**config.mk**
```make
export PLATFORM = sky130hd
export DESIGN_NAME = motor_duty_sequencer
export DESIGN_NICKNAME = d
export VERILOG_FILES = /design/src/rtl/motor_ctrl_pkg.sv /design/src/rtl/motor_period_timer.sv /design/src/rtl/motor_duty_sequencer.sv
export SDC_FILE = /design/constraint.sdc
export NUM_CORES = 1
export LEC_CHECK = 0
export BUFFER_PORTS_ARGS = -buffer_cell sky130_fd_sc_hd__buf_4
export CORE_UTILIZATION = 62
export CTS_BUF_LIST = sky130_fd_sc_hd__clkbuf_8
export CTS_CLUSTER_DIAMETER = 50
export CTS_CLUSTER_SIZE = 30
export DETAILED_ROUTE_END_ITERATION = 16
export PLACE_DENSITY_LB_ADDON = 0.08
export SLEW_MARGIN = 5
export SYNTH_ARGS = -nofsm -noshare
export SYNTH_HDL_FRONTEND = slang
export SYNTH_SLANG_ARGS = --single-unit
```
**constraint.sdc**
```tcl
create_clock -name PWMClock -period 1.65 [get_ports PWMClock]
set_input_delay 0.0825 -clock PWMClock [delete_from_list [all_inputs] [get_ports PWMClock]]
set_output_delay 0.0825 -clock PWMClock [all_outputs]
set_load 0.005 [all_outputs]
```
**src/rtl/motor_ctrl_pkg.sv**
```systemverilog
// Shared types and default constants for the motor duty sequencing logic.
package motor_ctrl_pkg;

  localparam int DATA_W = 8;

  typedef logic [DATA_W-1:0] duty_t;

  typedef enum logic [2:0] {
    ST_IDLE  = 3'd0,
    ST_RAMP  = 3'd1,
    ST_HOLD  = 3'd2,
    ST_STOP  = 3'd3,
    ST_FAULT = 3'd4
  } state_t;

  localparam int    PERIOD_DEF           = 350;
  localparam int    RAMP_PERIODS_DEF     = 4;
  localparam duty_t MAX_DUTY_DEF         = 8'd255;
  localparam int    WATCHDOG_PERIODS_DEF = 1024;

endpackage

```
**src/rtl/motor_period_timer.sv**
```systemverilog
// Free-running PWM period counter; strobe marks the last clock of each period.
module motor_period_timer
  import motor_ctrl_pkg::*;
#(
  parameter int PERIOD = PERIOD_DEF
) (
  input  logic PWMClock,
  input  logic reset_n,
  output logic period_strobe
);

  localparam int CW = (PERIOD > 1) ? $clog2(PERIOD) : 1;
  localparam logic [CW-1:0] LAST = CW'(PERIOD - 1);

  logic [CW-1:0] cnt;

  always_ff @(posedge PWMClock or negedge reset_n) begin
    if (!reset_n)         cnt <= '0;
    else if (cnt == LAST) cnt <= '0;
    else                  cnt <= cnt + 1'b1;
  end

  assign period_strobe = (cnt == LAST);

endmodule

```
**src/rtl/motor_duty_sequencer.sv**
```systemverilog
// Soft-start / slew-limited duty sequencer with watchdog, brake and latched fault.
module motor_duty_sequencer
  import motor_ctrl_pkg::*;
#(
  parameter int    PERIOD           = PERIOD_DEF,
  parameter int    RAMP_PERIODS     = RAMP_PERIODS_DEF,
  parameter duty_t MAX_DUTY         = MAX_DUTY_DEF,
  parameter int    WATCHDOG_PERIODS = WATCHDOG_PERIODS_DEF
) (
  input  logic              PWMClock,
  input  logic              reset_n,
  input  logic              enable,
  input  logic              brake,
  input  logic              fault_in,
  input  logic              fault_clear,
  input  logic [DATA_W-1:0] target,
  input  logic              target_valid,
  output logic [DATA_W-1:0] duty_out,
  output logic              motor_on,
  output logic [2:0]        state,
  output logic              fault_latched,
  output logic              period_strobe
);

  localparam int DW = (RAMP_PERIODS > 1) ? $clog2(RAMP_PERIODS) : 1;
  localparam int WW = $clog2(WATCHDOG_PERIODS) + 1;
  localparam logic [DW-1:0] DIV_LAST = DW'(RAMP_PERIODS - 1);
  localparam logic [WW-1:0] WD_MAX   = WW'(WATCHDOG_PERIODS);

  function automatic duty_t clamp_duty(duty_t t);
    return (t > MAX_DUTY) ? MAX_DUTY : t;
  endfunction

  function automatic duty_t step_toward(duty_t cur, duty_t tgt);
    if (cur < tgt)      return cur + 1'b1;
    else if (cur > tgt) return cur - 1'b1;
    else                return cur;
  endfunction

  function automatic duty_t dec_sat(duty_t cur);
    return (cur == '0) ? '0 : cur - 1'b1;
  endfunction

  // Reset asserts asynchronously but releases two clocks later, in step with PWMClock.
  logic [1:0] rst_sync;
  logic       rst_n;

  always_ff @(posedge PWMClock or negedge reset_n) begin
    if (!reset_n) rst_sync <= 2'b00;
    else          rst_sync <= {rst_sync[0], 1'b1};
  end

  assign rst_n = rst_sync[1];

  motor_period_timer #(.PERIOD(PERIOD)) u_timer (
    .PWMClock      (PWMClock),
    .reset_n       (rst_n),
    .period_strobe (period_strobe)
  );

  duty_t         target_reg;
  logic [WW-1:0] wd;
  logic          wd_exp;

  assign wd_exp = (wd == WD_MAX);

  always_ff @(posedge PWMClock or negedge rst_n) begin
    if (!rst_n) begin
      target_reg <= '0;
      wd         <= '0;
    end else if (target_valid) begin
      target_reg <= clamp_duty(target);
      wd         <= '0;
    end else if (period_strobe && !wd_exp) begin
      wd <= wd + 1'b1;
    end
  end

  state_t        st, st_n;
  duty_t         duty_n, step_n;
  logic          on_n, flt_n, tick, stop_req;
  logic [DW-1:0] div, div_n;

  always_ff @(posedge PWMClock or negedge rst_n) begin
    if (!rst_n) begin
      st            <= ST_IDLE;
      duty_out      <= '0;
      motor_on      <= 1'b0;
      fault_latched <= 1'b0;
      div           <= '0;
    end else begin
      st            <= st_n;
      duty_out      <= duty_n;
      motor_on      <= on_n;
      fault_latched <= flt_n;
      div           <= div_n;
    end
  end

  // Step arithmetic uses the registered target, so a target arriving on a strobe applies next step.
  always_comb begin
    st_n     = st;
    duty_n   = duty_out;
    on_n     = motor_on;
    flt_n    = fault_latched;
    div_n    = div;
    step_n   = step_toward(duty_out, target_reg);
    stop_req = !enable || wd_exp;
    tick     = period_strobe && (div == DIV_LAST);

    if (fault_in) begin
      st_n   = ST_FAULT;
      duty_n = '0;
      on_n   = 1'b0;
      flt_n  = 1'b1;
    end else begin
      case (st)
        ST_FAULT: begin
          duty_n = '0;
          on_n   = 1'b0;
          if (fault_clear && !enable) begin
            st_n  = ST_IDLE;
            flt_n = 1'b0;
          end
        end
        ST_IDLE: begin
          duty_n = '0;
          on_n   = 1'b0;
          if (enable && !brake && (target_reg != '0) && !wd_exp) begin
            st_n  = ST_RAMP;
            on_n  = 1'b1;
            div_n = '0;
          end
        end
        ST_RAMP: begin
          if (brake) begin
            st_n   = ST_IDLE;
            duty_n = '0;
            on_n   = 1'b0;
          end else if (stop_req) begin
            st_n = ST_STOP;
          end else if (period_strobe) begin
            div_n = tick ? '0 : div + 1'b1;
            if (tick) begin
              duty_n = step_n;
              if (step_n == target_reg) begin
                if (target_reg != '0) st_n = ST_HOLD;
                else begin
                  st_n = ST_IDLE;
                  on_n = 1'b0;
                end
              end
            end
          end
        end
        ST_HOLD: begin
          if (brake) begin
            st_n   = ST_IDLE;
            duty_n = '0;
            on_n   = 1'b0;
          end else if (stop_req) begin
            st_n = ST_STOP;
          end else if (target_reg != duty_out) begin
            st_n  = ST_RAMP;
            div_n = '0;
          end
        end
        ST_STOP: begin
          if (brake) begin
            st_n   = ST_IDLE;
            duty_n = '0;
            on_n   = 1'b0;
          end else if (duty_out == '0) begin
            st_n = ST_IDLE;
            on_n = 1'b0;
          end else if (period_strobe) begin
            duty_n = dec_sat(duty_out);
            if (duty_n == '0) begin
              st_n = ST_IDLE;
              on_n = 1'b0;
            end
          end
        end
        default: begin
          st_n   = ST_IDLE;
          duty_n = '0;
          on_n   = 1'b0;
        end
      endcase
    end
  end

  assign state = st;

endmodule

```
==> flow_summary_export.csv, run 1 <==
group,metric,value,unit
run_status,status,"did not finish",
run_status,lastStage,"clock tree synthesis (4_1_cts)",
run_status,error_line,"[ERROR DPL-0038] Utilization greater than 100%, impossible to legalize",
synthesis,yosysTopAreaCellShare,33.1,%
synthesis,synth_edf_count,0,
synthesis,synth_top_family_by_area,"simple AND/OR/NAND/NOR gates",
cts,cts_buffers,5,
cts,clock_sinks,45,
cts,post_cts_buffers,20,
synthesis,yosys.area.top_type,"dfrtp_1",
floorplan,start_util,65.4,%
placement,io_buffers,28,
synthesis,synth_compound_area_share,20.5,%
cts,cts.repair.resized,117,
placement,dp_hpwl,9.86,mm
floorplan,rows,26,
floorplan,die_w,76.1,um
synthesis,yosys-top-cells-area,"dfrtp_1 (33%), ha_1 (5.9%), nand2_1 (5.1%)",
synthesis,yosysWarnings,0,
synthesis,synthMuxAreaShare,0.992,%
cts,postCtsHoldBufs,2,
synthesis,ys_types,66,
synthesis,synth_xor_area_share,6.43,%
synthesis,yosys.area_share.adder,5.88,%
synthesis,synth_seq_cells,45,
floorplan,io_pins,29,
synthesis,netlist_instances,417,
synthesis,yosys.area_share.simple,28.2,%
synthesis,netlist_area,0.00340,mm2
placement,gp_congestion,1.03,
synthesis,seq_area_frac_synth,33.1,%
synthesis,synth_commonest_cells,"nand2_1 (46), nor2_1 (46), dfrtp_1 (45), o21ai_0 (32), inv_1 (18)",
cts,cts-root-buf,"clkbuf_8",
synthesis,async_reset_ff_share,100,%
floorplan,die_h,76.1,um
synthesis,avgSynthCellArea,8.16,um2
cts,htree_levels,2,
placement,placedInstanceArea,0.00474,mm2
synthesis,synth_ff_type,"dfrtp_1",
synthesis,syn_nets,448,
cts,clk_path_buf_depth,2,
-- stage by stage --
stage	instances	TNS (ps)	utilization, %	hold WS (ps)	setup slack, ps
2_1_floorplan	417	-5810	-	-213	-1070
3_3_place_gp	628	-9960	91.0	-136	-1140
3_5_place_dp	628	-12490	91.0	-133	-1350
-- cells by family after synthesis --
logic type / Yosys count
AND/OR/NAND/NOR: 186
AO/OA/AOI/OAI: 103
flip-flops: 45
buffers and inverters: 38
XOR/XNOR: 25
adder cells (fa/ha/maj): 16
multiplexers: 3
other: 1
==> run 2, diff against run 1 <==
- CORE_UTILIZATION: 62 -> 40
- CTS_BUF_LIST: sky130_fd_sc_hd__clkbuf_8 -> not set
- CTS_CLUSTER_DIAMETER: 50 -> not set
- CTS_CLUSTER_SIZE: 30 -> not set
- PLACE_DENSITY_LB_ADDON: 0.08 -> 0.15
==> run 2 against run 1 <==
The flow now finishes, with violations (negative setup slack). Synthesized cell count did not move. Area after synthesis did not move.
==> flow_summary_export.csv, run 2 <==
group,metric,value,unit
synthesis,yosysTopAreaCellShare,33.1,%
placement,dp_hpwl,8.53,mm
synthesis,yosysWarnings,0,
critical_path,startpoint_type,"flop",
synthesis,netlist_instances,417,
synthesis,synth_edf_count,0,
power_and_ir_drop,pwr-share-seq,40.6,%
sta,hold_viol_final,0,
sta,holdWs,3.58,ps
layout,finish.net_count,628,
layout,layout-drive-gt1-share,50.2,%
critical_path,rr_worst_depth,10,
critical_path,arrival,3040,ps
detailed_routing,drc,0,
synthesis,synth_ff_type,"dfrtp_1",
cts,cts_buffers,5,
sta,setup_ws,-1180,ps
layout,reg_top3,"wd x11, u_timer.cnt x9",
critical_path,crit_end,"state[0]",
critical_path,cp_max_fo,7,
sta,clock_skew,12.4,ps
global_route,grt_pass1_vias,3985,
cts,cts-root-buf,"clkbuf_8",
floorplan,core_area,0.00822,mm2
global_route,track_usage,27.9,%
cts,clk-insertion-delay-late,320,ps
flow_run,drv_cap,0,
global_route,grt.overflow.total,0,
power_and_ir_drop,report.power.total,2.87,mW
synthesis,avgSynthCellArea,8.16,um2
synthesis,synth_commonest_cells,"nand2_1 (46), nor2_1 (46), dfrtp_1 (45), o21ai_0 (32), inv_1 (18)",
run_status,status,"finished with violations",
power_and_ir_drop,netSwitchingPower,0.854,mW
synthesis,async_reset_ff_share,100,%
critical_path,critPathKind,"reg2reg",
power_and_ir_drop,ir_worst_vdd,0.537,mV
critical_path,end_kind,"flop",
floorplan,io_pins,29,
synthesis,netlist_area,0.00340,mm2
run_status,violations,"negative setup slack",
critical_path,regToRegSetupSlack,-1180,ps
layout,largest_reg_flops,11,
layout,largest_register,"wd",
cts,clkTransAtPathRegs,110,ps
global_route,grt_start_max_net_pins,32,
power_and_ir_drop,p_leak,2.57,nW
placement,io_buffers,28,
detailed_routing,wire_per_inst,17.5,um
synthesis,ys_types,66,
floorplan,die_w,94.3,um
placement,pre_cts_ws,-1240,ps
critical_path,regToRegStartpoint,"duty_out[1]",
power_and_ir_drop,combPwrFrac,25.3,%
detailed_routing,drtIter0Drc,202,
sta,fin_crit_sh,172,%
layout,mostFrequentLayoutCell,"buf_4",
power_and_ir_drop,p_int,2.02,mW
floorplan,die-area,0.00888,mm2
sta,tightestPinTransition,481,ps
layout,num_antenna_cells,0,
sta,rsz0062_at_grt,"yes",
critical_path,crit_start,"duty_out[1]",
sta,slew_headroom,67.1,%
synthesis,yosys-top-cells-area,"dfrtp_1 (33%), ha_1 (5.9%), nand2_1 (5.1%)",
global_route,antenna_found_initial,0,
power_and_ir_drop,power_switching_share,29.7,%
floorplan,rows,33,
sta,report.final.slew_viol_count,0,
synthesis,syn_nets,448,
cts,clk_path_buf_depth,2,
global_route,grt_pass1_wl,19.2,mm
layout,area.growth.synth_to_final,67.9,%
min_path,hold_path_class,"in2reg",
detailed_routing,viasPerCell,5.68,
critical_path,worstPathRequired,1860,ps
sta,min_period,2830,ps
layout,layout_common_cells,"buf_4 (159), dfrtp_1 (42), nor2_1 (40)",
detailed_routing,first_pass_iters,5,
cts,clock_sinks,45,
sta,fmax,0.353,GHz
synthesis,seq_area_frac_synth,33.1,%
detailed_routing,ant_nets,0,
layout,final_core_util,69.6,%
power_and_ir_drop,pwr-share-clk,34.1,%
critical_path,reg2reg_to,"state[0]",
detailed_routing,vias,3994,
synthesis,yosys.area.top_type,"dfrtp_1",
cts,htree_levels,2,
sta,setup_viol,22,
floorplan,start_util,41.4,%
detailed_routing,wl,12.3,mm
placement,gp_congestion,0.909,
floorplan,die_h,94.3,um
power_and_ir_drop,power_density,502,mW/mm2
synthesis,synth_seq_cells,45,
cts,tritoncts,"yes",
## run 2: cell counts after synthesis
Identical to the previous run, type by type.
## run 2: metal layers
metal / wire length (um) / global-route usage (%)
met1: 5340 / 36.4
met2: 5910 / 45.4
met3: 651 / 5.58
met4: 416 / 9.87
met5: 0 / 0
## run 2: repair_timing
action                                 CTS  global route
hold buffers                             8             0
setup endpoints to repair               24            24
pin swaps                               43            42
buffers inserted                        14            11
endpoints found under the hold margin    9             0
resized for setup                       64            63
## run 2: cell families (layout without fill, tap and decap cells)
group / Yosys count / in the layout / share of synthesized area, %
multiplexers: 3 / 3 / 0.992
adder cells (fa/ha/maj): 16 / 16 / 5.88
other: 1 / 1 / 0.110
AND/OR/NAND/NOR: 186 / 186 / 28.2
flip-flops: 45 / 45 / 33.1
XOR/XNOR: 25 / 25 / 6.43
buffers and inverters: 38 / 219 / 4.74
AO/OA/AOI/OAI: 103 / 103 / 20.5
## run 2: layout make-up
type | count | area [um2]
clock buffer | 6 | 82.6
tap | 105 | 131
sequential | 45 | 1130
inverter | 18 | 70.1
multi-input combinational | 334 | 2690
clock inverter | 2 | 41.3
fill | 636 | 2500
timing repair buffer | 193 | 1580
## run 2: worst min-delay path by stage
| stage | depth (start not counted) | from | end | slack [ps] |
|---|---|---|---|---|
| 3_5_place_dp | 1 | reset_n | rst_sync[0] | -130 |
| 6_report | 2 | fault_in | state[2] | 4 |
| 5_1_grt | 3 | target[1] | target_reg[1] | 0.1 |
| 4_1_cts | 2 | fault_in | state[2] | 3 |
| 3_3_place_gp | 1 | reset_n | rst_sync[0] | -130 |
| 2_1_floorplan | 0 | reset_n | rst_sync[0] | -210 |
## run 2: worst max-delay path: stages, from the launching register on
cell      delay, ps
dfrtp_1         420
ha_4            280
nor2b_4         160
o211ai_4        140
a21o_4          270
a22o_1          250
a221o_1         340
nor4b_4         220
nor4b_4         270
o31ai_1         100
mux2_4          260
## run 2: stage by stage
step | area, um2 | setup TNS, ps | std cells
finish | 5720 | -10360 | 703
global route | 5720 | -12460 | 703
CTS | 5370 | -9810 | 695
global placement | 4810 | -10780 | 667
floorplan | 3530 | -5810 | 417
detailed placement | 4810 | -11360 | 667
## run 2: power by group through the flow
stage	registers (mW)	logic, mW	clock network [mW]
floorplan	1.20	0.276	0
global placement	1.18	0.565	0
detailed placement	1.19	0.572	0
CTS	1.16	0.650	1.00
global route	1.17	0.778	1.04
finish	1.17	0.725	0.980
Power figures use the tool's default switching activity.
